**src/rtl/flow_ctrl.sv**
```systemverilog
`default_nettype none
// ============================================================================
//  Module      : flow_ctrl
//  Description : Pipeline flow controller. Each cycle it tells the PC, IF/ID,
//                ID/EX and EX/MEM registers to WORK (advance), STOP (hold) or
//                REFRESH (load a bubble). It resolves taken jumps, load-use
//                hazards, multi-cycle (divide) operations and debug halt
//                requests.
//  Revision    : 1.0 - initial release
// ----------------------------------------------------------------------------
//  Ports
//    clk            in   1               pipeline clock
//    rst            in   1               synchronous active-high reset
//    ex_load_i      in   1               instruction in EX is a load
//    ex_rd_adder_i  in   REG_ADDR_WIDTH  EX destination register
//    id_rs1_adder_i in   REG_ADDR_WIDTH  ID source register 1
//    id_rs2_adder_i in   REG_ADDR_WIDTH  ID source register 2
//    id_rs1_used_i  in   1               ID actually reads rs1
//    id_rs2_used_i  in   1               ID actually reads rs2
//    jump_taken_i   in   1               EX resolved a taken branch/jump
//    mc_start_i     in   1               multi-cycle op starts in EX
//    mc_done_i      in   1               multi-cycle result valid this cycle
//    halt_req_i     in   1               debug halt request (level)
//    flow_pc_o      out  FLOW_WIDTH      PC register control
//    flow_id_o      out  FLOW_WIDTH      IF/ID register control
//    flow_ex_o      out  FLOW_WIDTH      ID/EX register control
//    flow_mem_o     out  FLOW_WIDTH      EX/MEM register control
//    halt_ack_o     out  1               registered, core is halted
//    stall_cnt_o    out  32              stall cycle count (STALL_CNT_EN only)
//
//  Build option
//    STALL_CNT_EN : when defined, adds the saturating stall counter and the
//                   stall_cnt_o port.
//
//  Flow encoding : WORK = 0, STOP = 1, REFRESH = 2
// ============================================================================
module flow_ctrl #(
  parameter int REG_ADDR_WIDTH = 5,
  parameter int FLOW_WIDTH     = 2
) (
  input  logic                      clk,
  input  logic                      rst,
  input  logic                      ex_load_i,
  input  logic [REG_ADDR_WIDTH-1:0] ex_rd_adder_i,
  input  logic [REG_ADDR_WIDTH-1:0] id_rs1_adder_i,
  input  logic [REG_ADDR_WIDTH-1:0] id_rs2_adder_i,
  input  logic                      id_rs1_used_i,
  input  logic                      id_rs2_used_i,
  input  logic                      jump_taken_i,
  input  logic                      mc_start_i,
  input  logic                      mc_done_i,
  input  logic                      halt_req_i,
  output logic [FLOW_WIDTH-1:0]     flow_pc_o,
  output logic [FLOW_WIDTH-1:0]     flow_id_o,
  output logic [FLOW_WIDTH-1:0]     flow_ex_o,
  output logic [FLOW_WIDTH-1:0]     flow_mem_o,
  output logic                      halt_ack_o
`ifdef STALL_CNT_EN
  ,
  output logic [31:0]               stall_cnt_o
`endif
);

  localparam logic [FLOW_WIDTH-1:0] FLOW_WORK    = FLOW_WIDTH'(0);
  localparam logic [FLOW_WIDTH-1:0] FLOW_STOP    = FLOW_WIDTH'(1);
  localparam logic [FLOW_WIDTH-1:0] FLOW_REFRESH = FLOW_WIDTH'(2);

  typedef enum logic [1:0] {
    RUN     = 2'd0,
    MC_WAIT = 2'd1,
    DRAIN   = 2'd2,
    HALT    = 2'd3
  } state_e;

  state_e state_q, state_d;
  // Drain cycles still to go after the current one (loaded with 1 on entry).
  logic   drain_cnt_q, drain_cnt_d;
  logic   halt_ack_q;
  logic   w_hazard;

  // Load-use hazard: x0 is never a real dependency.
  assign w_hazard = ex_load_i && (ex_rd_adder_i != '0) &&
                    (((ex_rd_adder_i == id_rs1_adder_i) && id_rs1_used_i) ||
                     ((ex_rd_adder_i == id_rs2_adder_i) && id_rs2_used_i));

  always_comb begin
    state_d     = state_q;
    drain_cnt_d = drain_cnt_q;
    flow_pc_o   = FLOW_WORK;
    flow_id_o   = FLOW_WORK;
    flow_ex_o   = FLOW_WORK;
    flow_mem_o  = FLOW_WORK;

    case (state_q)
      RUN: begin
        if (jump_taken_i) begin
          flow_id_o = FLOW_REFRESH;
          flow_ex_o = FLOW_REFRESH;
        end else if (mc_start_i) begin
          flow_pc_o  = FLOW_STOP;
          flow_id_o  = FLOW_STOP;
          flow_ex_o  = FLOW_STOP;
          flow_mem_o = FLOW_REFRESH;
          state_d    = MC_WAIT;
        end else if (w_hazard || halt_req_i) begin
          // Hold fetch/decode and push a bubble into EX.
          flow_pc_o = FLOW_STOP;
          flow_id_o = FLOW_STOP;
          flow_ex_o = FLOW_REFRESH;
          if (!w_hazard) begin
            state_d     = DRAIN;
            drain_cnt_d = 1'b1;
          end
        end
      end

      MC_WAIT: begin
        if (mc_done_i) begin
          state_d = RUN;
        end else begin
          flow_pc_o  = FLOW_STOP;
          flow_id_o  = FLOW_STOP;
          flow_ex_o  = FLOW_STOP;
          flow_mem_o = FLOW_REFRESH;
        end
      end

      DRAIN: begin
        if (jump_taken_i) begin
          flow_id_o = FLOW_REFRESH;
          flow_ex_o = FLOW_REFRESH;
        end else if (mc_start_i) begin
          flow_pc_o  = FLOW_STOP;
          flow_id_o  = FLOW_STOP;
          flow_ex_o  = FLOW_STOP;
          flow_mem_o = FLOW_REFRESH;
        end else begin
          flow_pc_o = FLOW_STOP;
          flow_id_o = FLOW_STOP;
          flow_ex_o = FLOW_REFRESH;
        end

        // A divide started during drain must complete; the halt is then
        // re-requested from RUN.
        if (!jump_taken_i && mc_start_i) begin
          state_d     = MC_WAIT;
          drain_cnt_d = 1'b0;
        end else if (!halt_req_i) begin
          state_d     = RUN;
          drain_cnt_d = 1'b0;
        end else if (drain_cnt_q == 1'b0) begin
          state_d = HALT;
        end else begin
          drain_cnt_d = 1'b0;
        end
      end

      HALT: begin
        flow_pc_o  = FLOW_STOP;
        flow_id_o  = FLOW_STOP;
        flow_ex_o  = FLOW_STOP;
        flow_mem_o = FLOW_STOP;
        if (!halt_req_i) begin
          state_d = RUN;
        end
      end

      default: begin
        state_d = RUN;
      end
    endcase

    // Reset flushes every pipeline register regardless of state.
    if (rst) begin
      flow_pc_o  = FLOW_REFRESH;
      flow_id_o  = FLOW_REFRESH;
      flow_ex_o  = FLOW_REFRESH;
      flow_mem_o = FLOW_REFRESH;
    end
  end

  always_ff @(posedge clk) begin
    if (rst) begin
      state_q     <= RUN;
      drain_cnt_q <= 1'b0;
      halt_ack_q  <= 1'b0;
    end else begin
      state_q     <= state_d;
      drain_cnt_q <= drain_cnt_d;
      halt_ack_q  <= (state_d == HALT);
    end
  end

  assign halt_ack_o = halt_ack_q;

`ifdef STALL_CNT_EN
  logic [31:0] stall_cnt_q;

  // Cycles spent halted are deliberate, not stalls.
  always_ff @(posedge clk) begin
    if (rst) begin
      stall_cnt_q <= '0;
    end else if ((flow_pc_o == FLOW_STOP) && (state_q != HALT) &&
                 (stall_cnt_q != 32'hFFFF_FFFF)) begin
      stall_cnt_q <= stall_cnt_q + 32'd1;
    end
  end

  assign stall_cnt_o = stall_cnt_q;
`endif

endmodule
`default_nettype wire

```
**config.mk**
```make
export PLATFORM = sky130hd
export DESIGN_NAME = flow_ctrl
export DESIGN_NICKNAME = d
export VERILOG_FILES = /design/src/rtl/flow_ctrl.sv
export SDC_FILE = /design/constraint.sdc
export NUM_CORES = 1
export LEC_CHECK = 0
export CORE_MARGIN = 5
export CORE_UTILIZATION = 33
export CTS_CLUSTER_DIAMETER = 150
export DETAILED_ROUTE_END_ITERATION = 7
export PLACE_DENSITY = 0.84
export SLEW_MARGIN = 40
export SYNTH_ARGS = -nofsm -noshare
export SYNTH_HDL_FRONTEND = slang
export SYNTH_SLANG_ARGS = --single-unit
```
**constraint.sdc**
```tcl
create_clock -name clk -period 2.02 [get_ports clk]
set_input_delay 0.404 -clock clk [delete_from_list [all_inputs] [get_ports clk]]
set_output_delay 0.404 -clock clk [all_outputs]
set_load 0.01 [all_outputs]
```
==> Yosys cells after proc, flatten, opt, wreduce, memory -nomap -nowiden <==
Index checks and enable logic that the tools add are counted.
{ "totals": {"elab_cells": 64, "regBits": 4, "out_inout_bits": 9} }
{ "op_classes": {"n_reduce_logical": 13, "eq_ne": 10, "muxes": 38} }
{ "op_table": {"columns": ["cell", "n"], "rows": [
  ["$mux 2", 23],
  ["$pmux 2 s4", 4],
  ["$eq 5x5->1", 2],
  ["$mux 1", 9],
  ["$ne 2x2->1 const B", 4],
  ["$eq 2x2->1 const B", 3],
  ["$pmux 2 s3", 1],
  ["$logic_and 1x1->1", 5],
  ["$reduce_and 5->1", 1],
  ["$reduce_bool 5->1", 1],
  ["$eq 2x1->1 const B", 1],
  ["$logic_not 2->1", 1],
  ["$logic_or 1x1->1", 2],
  ["$pmux 1 s2", 1],
  ["$reduce_bool 2->1", 1],
  ["$reduce_or 2->1", 1],
  ["$logic_not 1->1", 1]
]} }

==> Logic depth before layout (Yosys ltp) <==
{ "depth": {"depth_word": 10, "mapped_depth": 6, "depth_no_buf": 4} }

==> Worst setup path after synthesis <==
No wires, ideal clock.
{ "synth_path": {"path_kind": "in2out", "startpoint": "input port ex_rd_adder_i[1]", "endpoint": "output port flow_pc_o[0]", "setup_slack_ps": 84, "required_ps": 1616, "cell_stages": 5, "arrival_time_ps": 1532, "cell_sequence": "or4_4 -> o21a_1 -> o21ai_1 -> o21ba_2 -> buf_4"} }
{ "synth_between": {"elab_chain_len": 10} }
{ "synth_lines": {"columns": ["item", "line", "text"], "rows": [
  ["from (decl)", "44", "input logic [REG_ADDR_WIDTH-1:0] ex_rd_adder_i,"],
  ["$eq 5x5->1 (on tied branches)", "83, 84", null],
  ["$logic_and 1x1->1 (on tied branches)", "83, 84", null],
  ["$logic_or 1x1->1", "83", "(((ex_rd_adder_i == id_rs1_adder_i) && id_rs1_used_i) ||"],
  ["$logic_and 1x1->1 (*)", "82", "assign w_hazard = ex_load_i && (ex_rd_adder_i != '0) &&"],
  ["$logic_or 1x1->1 (*)", "105", "end else if (w_hazard || halt_req_i) begin"],
  ["$mux 1 (*)", "105", null],
  ["$mux 1 (*)", "99", "end else if (mc_start_i) begin"],
  ["$mux 1 (*)", "96", "if (jump_taken_i) begin"],
  ["$pmux 2 s4 (*)", "94", "case (state_q)"],
  ["$mux 2 (*)", "174", "if (rst) begin"],
  ["to (decl)", "53", "output logic [FLOW_WIDTH-1:0] flow_pc_o,"]
]} }
Mark *: on every way between the ends. The rest lies on a longest branch, timed or not. The select of a mux whose other input is x is not followed.

==> Worst setup path in the final report <==
{ "layout_path": {"startpoint": "input port ex_rd_adder_i[4]", "endpoint": "output port flow_pc_o[0]"} }
The elaborated chain is that of the path after synthesis.

==> results.tsv <==
stage	metric	value	unit
timing	period utilization	101	%
logic_synthesis	Gate Count Post-Synth	63	
timing	final max-slew violation count	0	
logic_synthesis	EDFF count, synth	0	
logic_synthesis	Seq/Total Area, Yosys	17.0	%
worst_setup_path	nature of the critical path endpoint	primary output	
drt	1st-iter DRT viols	12	
placement	dpl cell area	915	sq um
pwr	Design Power	0.385	mW
worst_setup_path	Reg2Reg Depth	6	
clock_network	Longest Clk Path Bufs	2	
timing	unrepaired setup endpoints after global routing	yes	
logic_synthesis	Synth Warn #	0	
timing	Period minus WS final	2.03	ns
worst_setup_path	Setup CP Type	input port to primary output	
logic_synthesis	Yosys reg bits	4	
global_route	M1 GR Usage	14.4	%
logic_synthesis	Synth Area in Adders	0	%
timing	Hold Violations, Final	0	
clock_network	CTS tree	yes	
clock_network	# hold bufs at CTS	0	
global_route	first-pass GRT wire length	2.50	mm
min_path	Hold EP	drain_cnt_q	
placement	final HPWL from detailed placement	1.41	mm
layout	Area Growth Syn to Fin	101	%
worst_setup_path	CP max-delay cell	or4_4	
worst_setup_path	CP Launch Type	input port	
logic_synthesis	fraction of registers with async set/reset	0	%
logic_synthesis	cell accounting for the most synthesized area	xnor2_1	
drt	drt first pass iters	4	
pwr	VDD IR max	0.240	mV
logic_synthesis	Yosys cell types	29	
drt	drc violations	0	
worst_setup_path	Critical Path Fanout Max	2	
layout	share of cells above drive strength 1	36.3	%
timing	post-route setup slack	-0.0110	ns
logic_synthesis	top cell type's share of synthesized area	18.6	%
min_path	Hold/Removal Path Class	register to register	
pwr	leak pwr	0.439	nW
logic_synthesis	combinational family with the most area after synthesis	compound AO/OA/AOI/OAI gates	
global_route	Total Routing Usage GR	15.9	%
worst_setup_path	RR Startpoint	state_q[1]	
logic_synthesis	syn_area_per_cell	7.49	sq um
layout	number of diodes	0	
logic_synthesis	most frequent cell after synthesis	xnor2_1	
worst_setup_path	WP data arrival	1.63	ns
global_route	layer with the highest usage	met2	
worst_setup_path	R2R Setup Slk	0.68	ns
clock_network	total CTS buffers	3	
timing	fmax	0.492	GHz
layout	Nets	139	
clock_network	Worst-path clk slew	0.04	ns
timing	clock skew	0.00518	ns
logic_synthesis	mux share of post-synthesis cell area	0	%
timing	Hold WS	0.524	ns
drt	vias	657	
die	Die Footprint	2290	sq um
logic_synthesis	Post-Synth XOR/XNOR Area	18.6	%
global_route	grt met3 use	8.27	%
clock_network	H-Tree Depth	1	
layout	final cell count without fillers	128	
drt	final wirelength	1.64	mm
min_path	depth of the worst hold-timing path	2	
placement	Port Buffer Count	32	
timing	# setup viols final	2	
timing	worst slew pin tran	0.260	ns
clock_network	Clk Tree Root Cell	clkbuf_4	
die	row cnt	13	
die	Core ar.	1330	sq um
layout	Final Cell Area	950	sq um
placement	GP Congestion	0.849	
clock_network	clock sink count	4	
status	violated checks	negative setup slack	
logic_synthesis	Synth Area in Compound Gates	31.0	%
drt	DRT antenna net count	0	
timing	Max-slew headroom	82.4	%
die	chip width	47.8	microns
placement	dpl ws	-0.712	ns
logic_synthesis	syn_nets	87	
placement	# placed instances	123	
clock_network	worst skew pair latency	0.24	ns
global_route	largest net degree at the start of global routing	10	
die	Die H	47.8	microns
logic_synthesis	Post-Synth Simple-Gate Area	26.0	%
die	initial core utilization	35.4	%
worst_setup_path	CP cell instances	buf_6, or4_4, o21a_1, o21ai_1, o21ba_4, buf_6	
global_route	vias in the first global route	629	
drt	Avg Vias per Cell	5.13	
worst_setup_path	required time worst endpoint	1.62	ns
global_route	met2 Use GR	29.8	%
global_route	initial antenna violation count	0	
worst_setup_path	most frequent CP cell	buf_6	
status	status	finished with violations	
logic_synthesis	top_reg_cell synth	dfxtp_1	
drt	routed len/inst	12.8	microns
logic_synthesis	most area-consuming cells after synthesis	xnor2_1, dfxtp_1, nand2_1, a21oi_1, o21ai_0	
die	IO Pins	33	
layout	Fillers	123	
worst_setup_path	reg-to-reg endpoint	halt_ack_o	
pwr	pwr/cell area	406	nW/um^2
worst_setup_path	CP max stage delay	0.52	ns
min_path	hold path startpoint	drain_cnt_q	
job	MaxCap Viol Count	0	
logic_synthesis	Post-synth top cells	xnor2_1, nand2_1, a21oi_1, dfxtp_1, o21ai_0	
global_route	Congestion Overflow GR	0	
logic_synthesis	synthesized cell area	472	sq um
report_power, final:
group,leakage [nW],total [mW],switching [mW],internal (mW)
sequential,0.0327,0.0881,0.00365,0.0845
combinational,0.392,0.193,0.0790,0.114
clock,0.0138,0.104,0.0369,0.0668
sequential cells by signal, indices dropped and copies added, names as in the netlist:
name,count
drain_cnt_q,1
state_q,2
halt_ack_o,1
critical path: cells and delay by family:
| kind | cells | cell delay [ns] |
|---|---|---|
| buffers and inverters | 2 | 0.21 |
| AND/OR/NAND/NOR | 1 | 0.52 |
| AO/OA/AOI/OAI | 3 | 0.49 |
how the worst max path moves through the flow:
| stage | cells after the start | start | slack [ns] | endpoint |
|---|---|---|---|---|
| 2_1_floorplan | 5 | ex_rd_adder_i[1] | 0.08 | flow_pc_o[0] |
| 3_3_place_gp | 6 | ex_rd_adder_i[2] | -0.70 | flow_id_o[0] |
| 3_5_place_dp | 6 | ex_rd_adder_i[2] | -0.71 | flow_pc_o[0] |
| 4_1_cts | 6 | ex_rd_adder_i[4] | -0.03 | flow_pc_o[0] |
| 5_1_grt | 6 | ex_rd_adder_i[4] | -0.04 | flow_pc_o[0] |
| 6_report | 6 | ex_rd_adder_i[4] | -0.01 | flow_pc_o[0] |
routing by layer:
layer	wire length [microns]	vias to the layer above	part of all wire, %
met4	20	0	1.2
li1	-	326	-
met1	558	294	34
met2	859	33	52
met5	0	-	0
met3	205	4	12
cell usage in the layout, fill, tap and decap left out, types with 2 or more instances in the layout:
cell type        Yosys  routed
buf_2                1       5
dlymetal6s2s_1       0       3
nor2b_1              2       2
clkbuf_4             0       3
inv_1                3       3
xnor2_1             10      10
nand2b_1             3       3
a21oi_1              4       4
o21ai_0              4       3
nand2_1              7       7
clkdlybuf4s50_1      0       8
dlygate4sd2_1        0      12
buf_4                2      18
nand4_1              3       3
o21ai_1              1       2
dfxtp_1              4       4
buf_6                0       5
cells by family (layout without fill, tap and decap cells):
kind of cell	Yosys count	in the layout
and+or+nand+nor	22	22
AOI/OAI and AO/OA	20	20
xor gates and xnor gates	10	10
buffers and inverters	7	57
DFF	4	4
per-stage QoR:
stage | utilization (%) | TNS, ns
after floorplan | - | 0
after global placement | 68.6 | -3.01
after detailed placement | 68.6 | -3.07
after CTS | 70.6 | -0.0656
after global routing | 71.2 | -0.0838
final | 71.2 | -0.0206
what timing repair did:
action,4_1_cts,5_1_grt
gates resized for setup,56,6
pin swaps,6,6
endpoints found under the setup margin,7,7
setup buffers,2,0
layout make-up:
type	count	area, sq um	share of cell area, %
Multi-Input combinational cell	52	378	39.8
Clock buffer	3	22.5	2.37
Sequential cell	4	80.1	8.43
Inverter	3	11.3	1.19
Tap cell	15	18.8	1.98
Timing Repair Buffer	51	439	46.2
No activity file was read; power rests on OpenSTA's default activity.
